File: src/rtl/modport_accel.sv
// Streaming lane-wise dot-product accelerator: two valid/ready operand streams,
// K_WORDS multiply-accumulates per job, one saturated packed result pulse.
module modport_accel #(
    parameter int DATA_WIDTH = 8,
    parameter int MEM_BW     = 64,
    parameter int K_WORDS    = 16,
    parameter int OUT_SHIFT  = 0
) (
    input  logic              clk,
    input  logic              arst_n,
    input  logic [MEM_BW-1:0] activations_input,
    input  logic              activations_valid,
    output logic              activations_ready,
    input  logic [MEM_BW-1:0] weights_input,
    input  logic              weights_valid,
    output logic              weights_ready,
    output logic [MEM_BW-1:0] output_data,
    output logic              output_valid,
    input  logic              start,
    output logic              running
);

    localparam int LANES = MEM_BW / DATA_WIDTH;
    localparam int PROD_W = 2 * DATA_WIDTH;
    localparam int ACC_W = PROD_W + $clog2(K_WORDS) + 1;
    localparam int CNT_W = $clog2(K_WORDS + 1);
    localparam logic [CNT_W-1:0] K_CNT = CNT_W'(K_WORDS);
    localparam logic [CNT_W-1:0] K_LAST = CNT_W'(K_WORDS - 1);
    localparam logic [CNT_W-1:0] CNT_ONE = CNT_W'(1);
    localparam logic signed [ACC_W-1:0] SAT_MAX = {{(ACC_W-DATA_WIDTH+1){1'b0}}, {(DATA_WIDTH-1){1'b1}}};
    localparam logic signed [ACC_W-1:0] SAT_MIN = {{(ACC_W-DATA_WIDTH+1){1'b1}}, {(DATA_WIDTH-1){1'b0}}};

    typedef enum logic [1:0] {
        ST_IDLE = 2'd0,
        ST_RUN  = 2'd1,
        ST_OUT  = 2'd2
    } state_t;

    state_t                   r_state;
    logic [MEM_BW-1:0]        r_act_data;
    logic [MEM_BW-1:0]        r_wgt_data;
    logic                     r_act_full;
    logic                     r_wgt_full;
    logic                     r_act_ready;
    logic                     r_wgt_ready;
    logic [CNT_W-1:0]         r_act_cnt;
    logic [CNT_W-1:0]         r_wgt_cnt;
    logic [CNT_W-1:0]         r_mac_cnt;
    logic signed [ACC_W-1:0]  r_acc [LANES];
    logic [MEM_BW-1:0]        r_out_data;
    logic                     r_out_valid;
    logic                     r_running;

    logic                     w_act_xfer;
    logic                     w_wgt_xfer;
    logic                     w_mac;
    logic signed [PROD_W-1:0] w_ext_a [LANES];
    logic signed [PROD_W-1:0] w_ext_b [LANES];
    logic signed [PROD_W-1:0] w_prod [LANES];
    logic signed [ACC_W-1:0]  w_acc_next [LANES];
    logic [MEM_BW-1:0]        w_out_data;

    // Scale one accumulator and clamp it into the signed lane range.
    function automatic logic [DATA_WIDTH-1:0] sat_lane(input logic signed [ACC_W-1:0] v);
        logic signed [ACC_W-1:0] sh;
        logic [DATA_WIDTH-1:0]   r;
        sh = v >>> OUT_SHIFT;
        if (sh > SAT_MAX) begin
            r = SAT_MAX[DATA_WIDTH-1:0];
        end else if (sh < SAT_MIN) begin
            r = SAT_MIN[DATA_WIDTH-1:0];
        end else begin
            r = sh[DATA_WIDTH-1:0];
        end
        return r;
    endfunction

    // Handshake/MAC qualifiers, lane products, next accumulators and packed result.
    always_comb begin
        w_act_xfer = 1'b0;
        w_wgt_xfer = 1'b0;
        w_mac      = 1'b0;
        w_out_data = '0;
        if (r_state == ST_RUN) begin
            w_act_xfer = activations_valid && r_act_ready;
            w_wgt_xfer = weights_valid && r_wgt_ready;
            w_mac      = r_act_full && r_wgt_full;
        end else begin
            w_act_xfer = 1'b0;
            w_wgt_xfer = 1'b0;
            w_mac      = 1'b0;
        end
        for (int i = 0; i < LANES; i++) begin
            w_ext_a[i] = {{DATA_WIDTH{r_act_data[i*DATA_WIDTH+DATA_WIDTH-1]}}, r_act_data[i*DATA_WIDTH +: DATA_WIDTH]};
            w_ext_b[i] = {{DATA_WIDTH{r_wgt_data[i*DATA_WIDTH+DATA_WIDTH-1]}}, r_wgt_data[i*DATA_WIDTH +: DATA_WIDTH]};
            w_prod[i] = w_ext_a[i] * w_ext_b[i];
            w_acc_next[i] = r_acc[i] + {{(ACC_W-PROD_W){w_prod[i][PROD_W-1]}}, w_prod[i]};
            w_out_data[i*DATA_WIDTH +: DATA_WIDTH] = sat_lane(w_acc_next[i]);
        end
    end

    // Job FSM with operand registers, stream counters, accumulators and registered outputs.
    always_ff @(posedge clk or negedge arst_n) begin
        if (!arst_n) begin
            r_state     <= ST_IDLE;
            r_act_data  <= '0;
            r_wgt_data  <= '0;
            r_act_full  <= 1'b0;
            r_wgt_full  <= 1'b0;
            r_act_ready <= 1'b0;
            r_wgt_ready <= 1'b0;
            r_act_cnt   <= '0;
            r_wgt_cnt   <= '0;
            r_mac_cnt   <= '0;
            r_out_data  <= '0;
            r_out_valid <= 1'b0;
            r_running   <= 1'b0;
            for (int i = 0; i < LANES; i++) begin
                r_acc[i] <= '0;
            end
        end else begin
            case (r_state)
                ST_IDLE: begin
                    r_out_valid <= 1'b0;
                    if (start) begin
                        r_state     <= ST_RUN;
                        r_running   <= 1'b1;
                        r_act_full  <= 1'b0;
                        r_wgt_full  <= 1'b0;
                        r_act_ready <= 1'b1;
                        r_wgt_ready <= 1'b1;
                        r_act_cnt   <= '0;
                        r_wgt_cnt   <= '0;
                        r_mac_cnt   <= '0;
                        for (int i = 0; i < LANES; i++) begin
                            r_acc[i] <= '0;
                        end
                    end else begin
                        r_running   <= 1'b0;
                        r_act_ready <= 1'b0;
                        r_wgt_ready <= 1'b0;
                    end
                end
                ST_RUN: begin
                    // A stream's register is never filled and drained on the same edge.
                    if (w_act_xfer) begin
                        r_act_data  <= activations_input;
                        r_act_full  <= 1'b1;
                        r_act_cnt   <= r_act_cnt + CNT_ONE;
                        r_act_ready <= 1'b0;
                    end else if (w_mac) begin
                        r_act_full  <= 1'b0;
                        r_act_ready <= (r_act_cnt < K_CNT);
                    end else begin
                        r_act_full  <= r_act_full;
                        r_act_ready <= r_act_ready;
                    end
                    if (w_wgt_xfer) begin
                        r_wgt_data  <= weights_input;
                        r_wgt_full  <= 1'b1;
                        r_wgt_cnt   <= r_wgt_cnt + CNT_ONE;
                        r_wgt_ready <= 1'b0;
                    end else if (w_mac) begin
                        r_wgt_full  <= 1'b0;
                        r_wgt_ready <= (r_wgt_cnt < K_CNT);
                    end else begin
                        r_wgt_full  <= r_wgt_full;
                        r_wgt_ready <= r_wgt_ready;
                    end
                    if (w_mac) begin
                        for (int i = 0; i < LANES; i++) begin
                            r_acc[i] <= w_acc_next[i];
                        end
                        r_mac_cnt <= r_mac_cnt + CNT_ONE;
                        if (r_mac_cnt == K_LAST) begin
                            r_state     <= ST_OUT;
                            r_out_data  <= w_out_data;
                            r_out_valid <= 1'b1;
                        end else begin
                            r_state     <= ST_RUN;
                            r_out_valid <= 1'b0;
                        end
                    end else begin
                        r_state     <= ST_RUN;
                        r_out_valid <= 1'b0;
                    end
                end
                ST_OUT: begin
                    r_state     <= ST_IDLE;
                    r_out_valid <= 1'b0;
                    r_running   <= 1'b0;
                    r_act_ready <= 1'b0;
                    r_wgt_ready <= 1'b0;
                end
                default: begin
                    r_state     <= ST_IDLE;
                    r_out_valid <= 1'b0;
                    r_running   <= 1'b0;
                    r_act_ready <= 1'b0;
                    r_wgt_ready <= 1'b0;
                    r_act_full  <= 1'b0;
                    r_wgt_full  <= 1'b0;
                end
            endcase
        end
    end

    assign activations_ready = r_act_ready;
    assign weights_ready     = r_wgt_ready;
    assign output_data       = r_out_data;
    assign output_valid      = r_out_valid;
    assign running           = r_running;

endmodule

File: config.mk
export PLATFORM = sky130hd
export DESIGN_NAME = modport_accel
export DESIGN_NICKNAME = d
export VERILOG_FILES = /design/src/rtl/modport_accel.sv
export SDC_FILE = /design/constraint.sdc
export NUM_CORES = 2
export LEC_CHECK = 0
export CAP_MARGIN = 0
export CORE_MARGIN = 10
export CORE_UTILIZATION = 49
export DETAILED_ROUTE_END_ITERATION = 7
export GPL_ROUTABILITY_DRIVEN = 1
export MAX_ROUTING_LAYER = met4
export PLACE_DENSITY = 0.66
export SYNTH_ARGS = -nofsm -noshare
export SYNTH_HDL_FRONTEND = slang
export SYNTH_SLANG_ARGS = --single-unit
export TNS_END_PERCENT = 10
File: constraint.sdc
create_clock -name clk -period 9.02 [get_ports clk]
set_input_delay 0.902 -clock clk [delete_from_list [all_inputs] [get_ports clk]]
set_output_delay 0.902 -clock clk [all_outputs]
set_load 0.01 [all_outputs]
==> results.sh <==
export IMPL_crit_fanout=9
export IMPL_synth_xor_area_frac=0.0572
export IMPL_fin_tns_setup_ps=0
export IMPL_clockPowerShare=0.531
export IMPL_gp_congestion=0.894
export IMPL_initial_utilization=0.496
export IMPL_status="completed"
export IMPL_post_drt_wl_per_cell_um=16.6
export IMPL_sw_frac_of_total=0.237
export IMPL_synthSimpleGateAreaFrac=0.181
export IMPL_via_per_inst=5.31
export IMPL_peakVddDrop_mv=0.145
export IMPL_p_sw_uw=916
export IMPL_synth_cells=4861
export IMPL_final_antenna_net_count=0
export IMPL_postCtsSetupBuffers=0
export IMPL_synth_top_cell_area_share=0.222
export IMPL_core_um2=87200
export IMPL_synth_compound_area_frac=0.133
export IMPL_drt_iter0_drc=1898
export IMPL_path_clk_slew_ps=60
export IMPL_muxShareOfSynthArea=0.00278
export IMPL_place_ws_ps=1230
export IMPL_ys_top_cells_by_area="dfrtp_1 22%, fa_1 21%, ha_1 12%"
export IMPL_dr_pass1_iters=5
export IMPL_cts_resized=0
export IMPL_start_kind="flop"
export IMPL_drc=0
export IMPL_hold_class="in2async"
export IMPL_grt_setup_unrepaired="no"
export IMPL_ys_flop_type="dfrtp_1"
export IMPL_diodes=0
export IMPL_synth_common_cells="749 x inv_1, 697 x nand2_1, 448 x fa_1"
export IMPL_grt_overflow_total=0
export IMPL_final_layout_size_suffix_gt1_frac=0.0316
export IMPL_end_kind="flop"
export IMPL_mappedNetlistNets=5859
export IMPL_max_slew_margin=0.245
export IMPL_grtUsageTotal=0.216
export IMPL_ys_warn_count=0
export IMPL_p_leak_uw=0.0248
export IMPL_synthAdderAreaFrac=0.328
export IMPL_vias=33000
export IMPL_setup_ws_ps=1140
export IMPL_cellPowerDensity_nw_per_um2=80.5
export IMPL_antenna_found_initial=0
export IMPL_fin_crit_sh=0.873
export IMPL_ioPinCount=201
export IMPL_crit_required_ps=9570
export IMPL_grt_pass1_vias=34400
export IMPL_cts_buffers=51
export IMPL_synth_top_family_by_area="adder cells"
export IMPL_slew_violations=0
export IMPL_seq_area_frac_synth=0.222
export IMPL_insertion_delay_ps=630
export IMPL_finalSetupViolCount=0
export IMPL_grt_max_degree=135
export IMPL_yosys_area_top_type="dfrtp_1"
export IMPL_critPathArrivalTime_ps=8430
export IMPL_fin_skew_ps=22.6
export IMPL_fin_area_um2=48100
export IMPL_area_delta_synth_final_pct=11.3
export IMPL_tritoncts="yes"
export IMPL_finalHoldViolations=0
export IMPL_grt_pass1_wl_um=175000
export IMPL_die_h_um=317
export IMPL_drv_cap=0
export IMPL_synth_distinct_cells=84
export IMPL_dpl_hpwl_um=79300
export IMPL_async_reset_ff_frac=1.00
export IMPL_p_int_uw=2950
export IMPL_fp_dieW_um=317
export IMPL_tightest_slew_ps=1130
export IMPL_dieArea_um2=100000
export IMPL_cts_path_max_buffers=3
export IMPL_power_share_combinational=0.025
export IMPL_syn_area_per_cell_um2=8.89
export IMPL_synth_area_um2=43200
export IMPL_htree_levels=2
export IMPL_port_buffers=200
export IMPL_fp_row_count=108
export IMPL_place_area_um2=46400
export IMPL_synth_seq_cells=383
export IMPL_cts_hold_buf=0
export IMPL_worst_setup_path_type="reg2reg"
export IMPL_max_freq_mhz=127
export IMPL_wirelength_um=103000
export IMPL_power_frac_seq=0.444
export IMPL_layout_nets=6020
export IMPL_synth_edff_count=0
export IMPL_post_synth_top_count_cell="inv_1"
export IMPL_root_buffer="clkbuf_16"
export IMPL_clock_sinks=383
export IMPL_min_period_ps=7880
export IMPL_nFillCells=8019
## final timing paths
| path | startpoint | endpoint | slack (ps) | cells past startpoint |
|---|---|---|---|---|
| min in group clk | r_acc[155] | r_acc[155] | 480 | 2 |
| min reg2reg | r_acc[155] | r_acc[155] | 480 | 2 |
| min | arst_n | r_wgt_data[5] | 300 | 1 |
| max | r_act_data[11] | output_data[10] | 1140 | 27 |
| max in group asynchronous | arst_n | r_wgt_data[37] | 6920 | 3 |
| max reg2reg | r_act_data[11] | output_data[10] | 1140 | 27 |
## registers in the layout (all words and copies together) (netlist names)
name	count
r_act_full	1
running	1
r_state	2
activations_ready	1
output_data	64
r_act_data	64
r_mac_cnt	5
r_wgt_full	1
r_wgt_data	64
r_acc	168
r_wgt_cnt	5
output_valid	1
r_act_cnt	5
weights_ready	1
## cell usage in the layout, fill, tap and decap left out, types with 18 or more instances in the layout
cell type,Yosys,routed
a211oi_1,24,24
a21o_1,53,53
a21oi_1,190,190
a22o_1,104,104
a31oi_1,32,32
and2_1,363,363
and3_1,24,22
buf_4,1,18
clkbuf_16,0,51
clkdlybuf4s50_1,0,199
dfrtp_1,383,383
fa_1,448,448
ha_1,417,417
inv_1,749,748
nand2_1,697,695
nand2b_1,47,47
nand3_1,53,51
nand4_1,26,26
nor2_1,164,163
nor2b_1,87,86
nor3_1,62,62
o211ai_1,24,24
o21a_1,41,41
o21ai_0,196,196
o21bai_1,25,25
o22ai_1,23,23
o31ai_1,20,20
xnor2_1,201,201
xor2_1,81,81
## critical path, stage by stage (launching register included)
cell and delay, ps:
dfrtp_1 470, and2_1 220, fa_1 540, inv_1 50, fa_1 480, inv_1 60
fa_1 530, inv_1 50, fa_1 530, inv_1 40, ha_1 340, nand3_1 110
o211ai_1 130, o41ai_1 590, o21ai_0 190, a21oi_1 210, xnor2_1 230, inv_1 260
ha_1 430, nand2_1 100, nor3_1 400, o211ai_1 140, a21o_1 170, a311o_1 260
xnor2_1 250, xnor2_1 100, a311oi_1 710, a221o_1 220
## power groups by stage
stage               combinational [uW]  clock, uW  sequential (uW)
global placement                  98.1          0             1750
floorplan                        0.663          0             1750
CTS                               99.4       2120             1720
detailed placement                98.6          0             1750
global route                       107       2180             1720
finish                            94.9       2050             1720
## cell families (layout without fill, tap and decap cells)
logic type               after synthesis  count (layout)
multiplexers                          11              11
buffers and inverters                860            1060
flip-flops                           383             383
AND/OR/NAND/NOR                     1605            1605
adder cells (fa/ha/maj)              865             865
AO/OA/AOI/OAI                        855             855
XOR/XNOR                             282             282
## area by class of cell
cell class	instances	area [um2]	share of cell area
sequential	383	9580	0.199
multi-input combinational	3618	30400	0.633
clock inverter	33	319	0.00664
tap	1155	1450	0.0301
clock buffer	59	1340	0.0278
inverter	749	2810	0.0585
timing repair buffer	219	2160	0.0450
## stage by stage
step	cells	power, uW	util	hold WS [ps]
after floorplan	4861	1750	-	449
after global placement	6124	1850	0.532	465
after detailed placement	6124	1850	0.532	465
after CTS	6216	3940	0.551	299
after global routing	6216	4000	0.551	341
final	6216	3870	0.551	303
## layer usage
layer / vias up / part of all wire / track usage
li1: 16200 / - / -
met1: 16100 / 0.47 / 0.292
met2: 534 / 0.47 / 0.346
met3: 117 / 0.043 / 0.0306
met4: 0 / 0.016 / 0.0421
met5: - / 0 / -
Note: power is estimated with default switching activity, not from simulation.
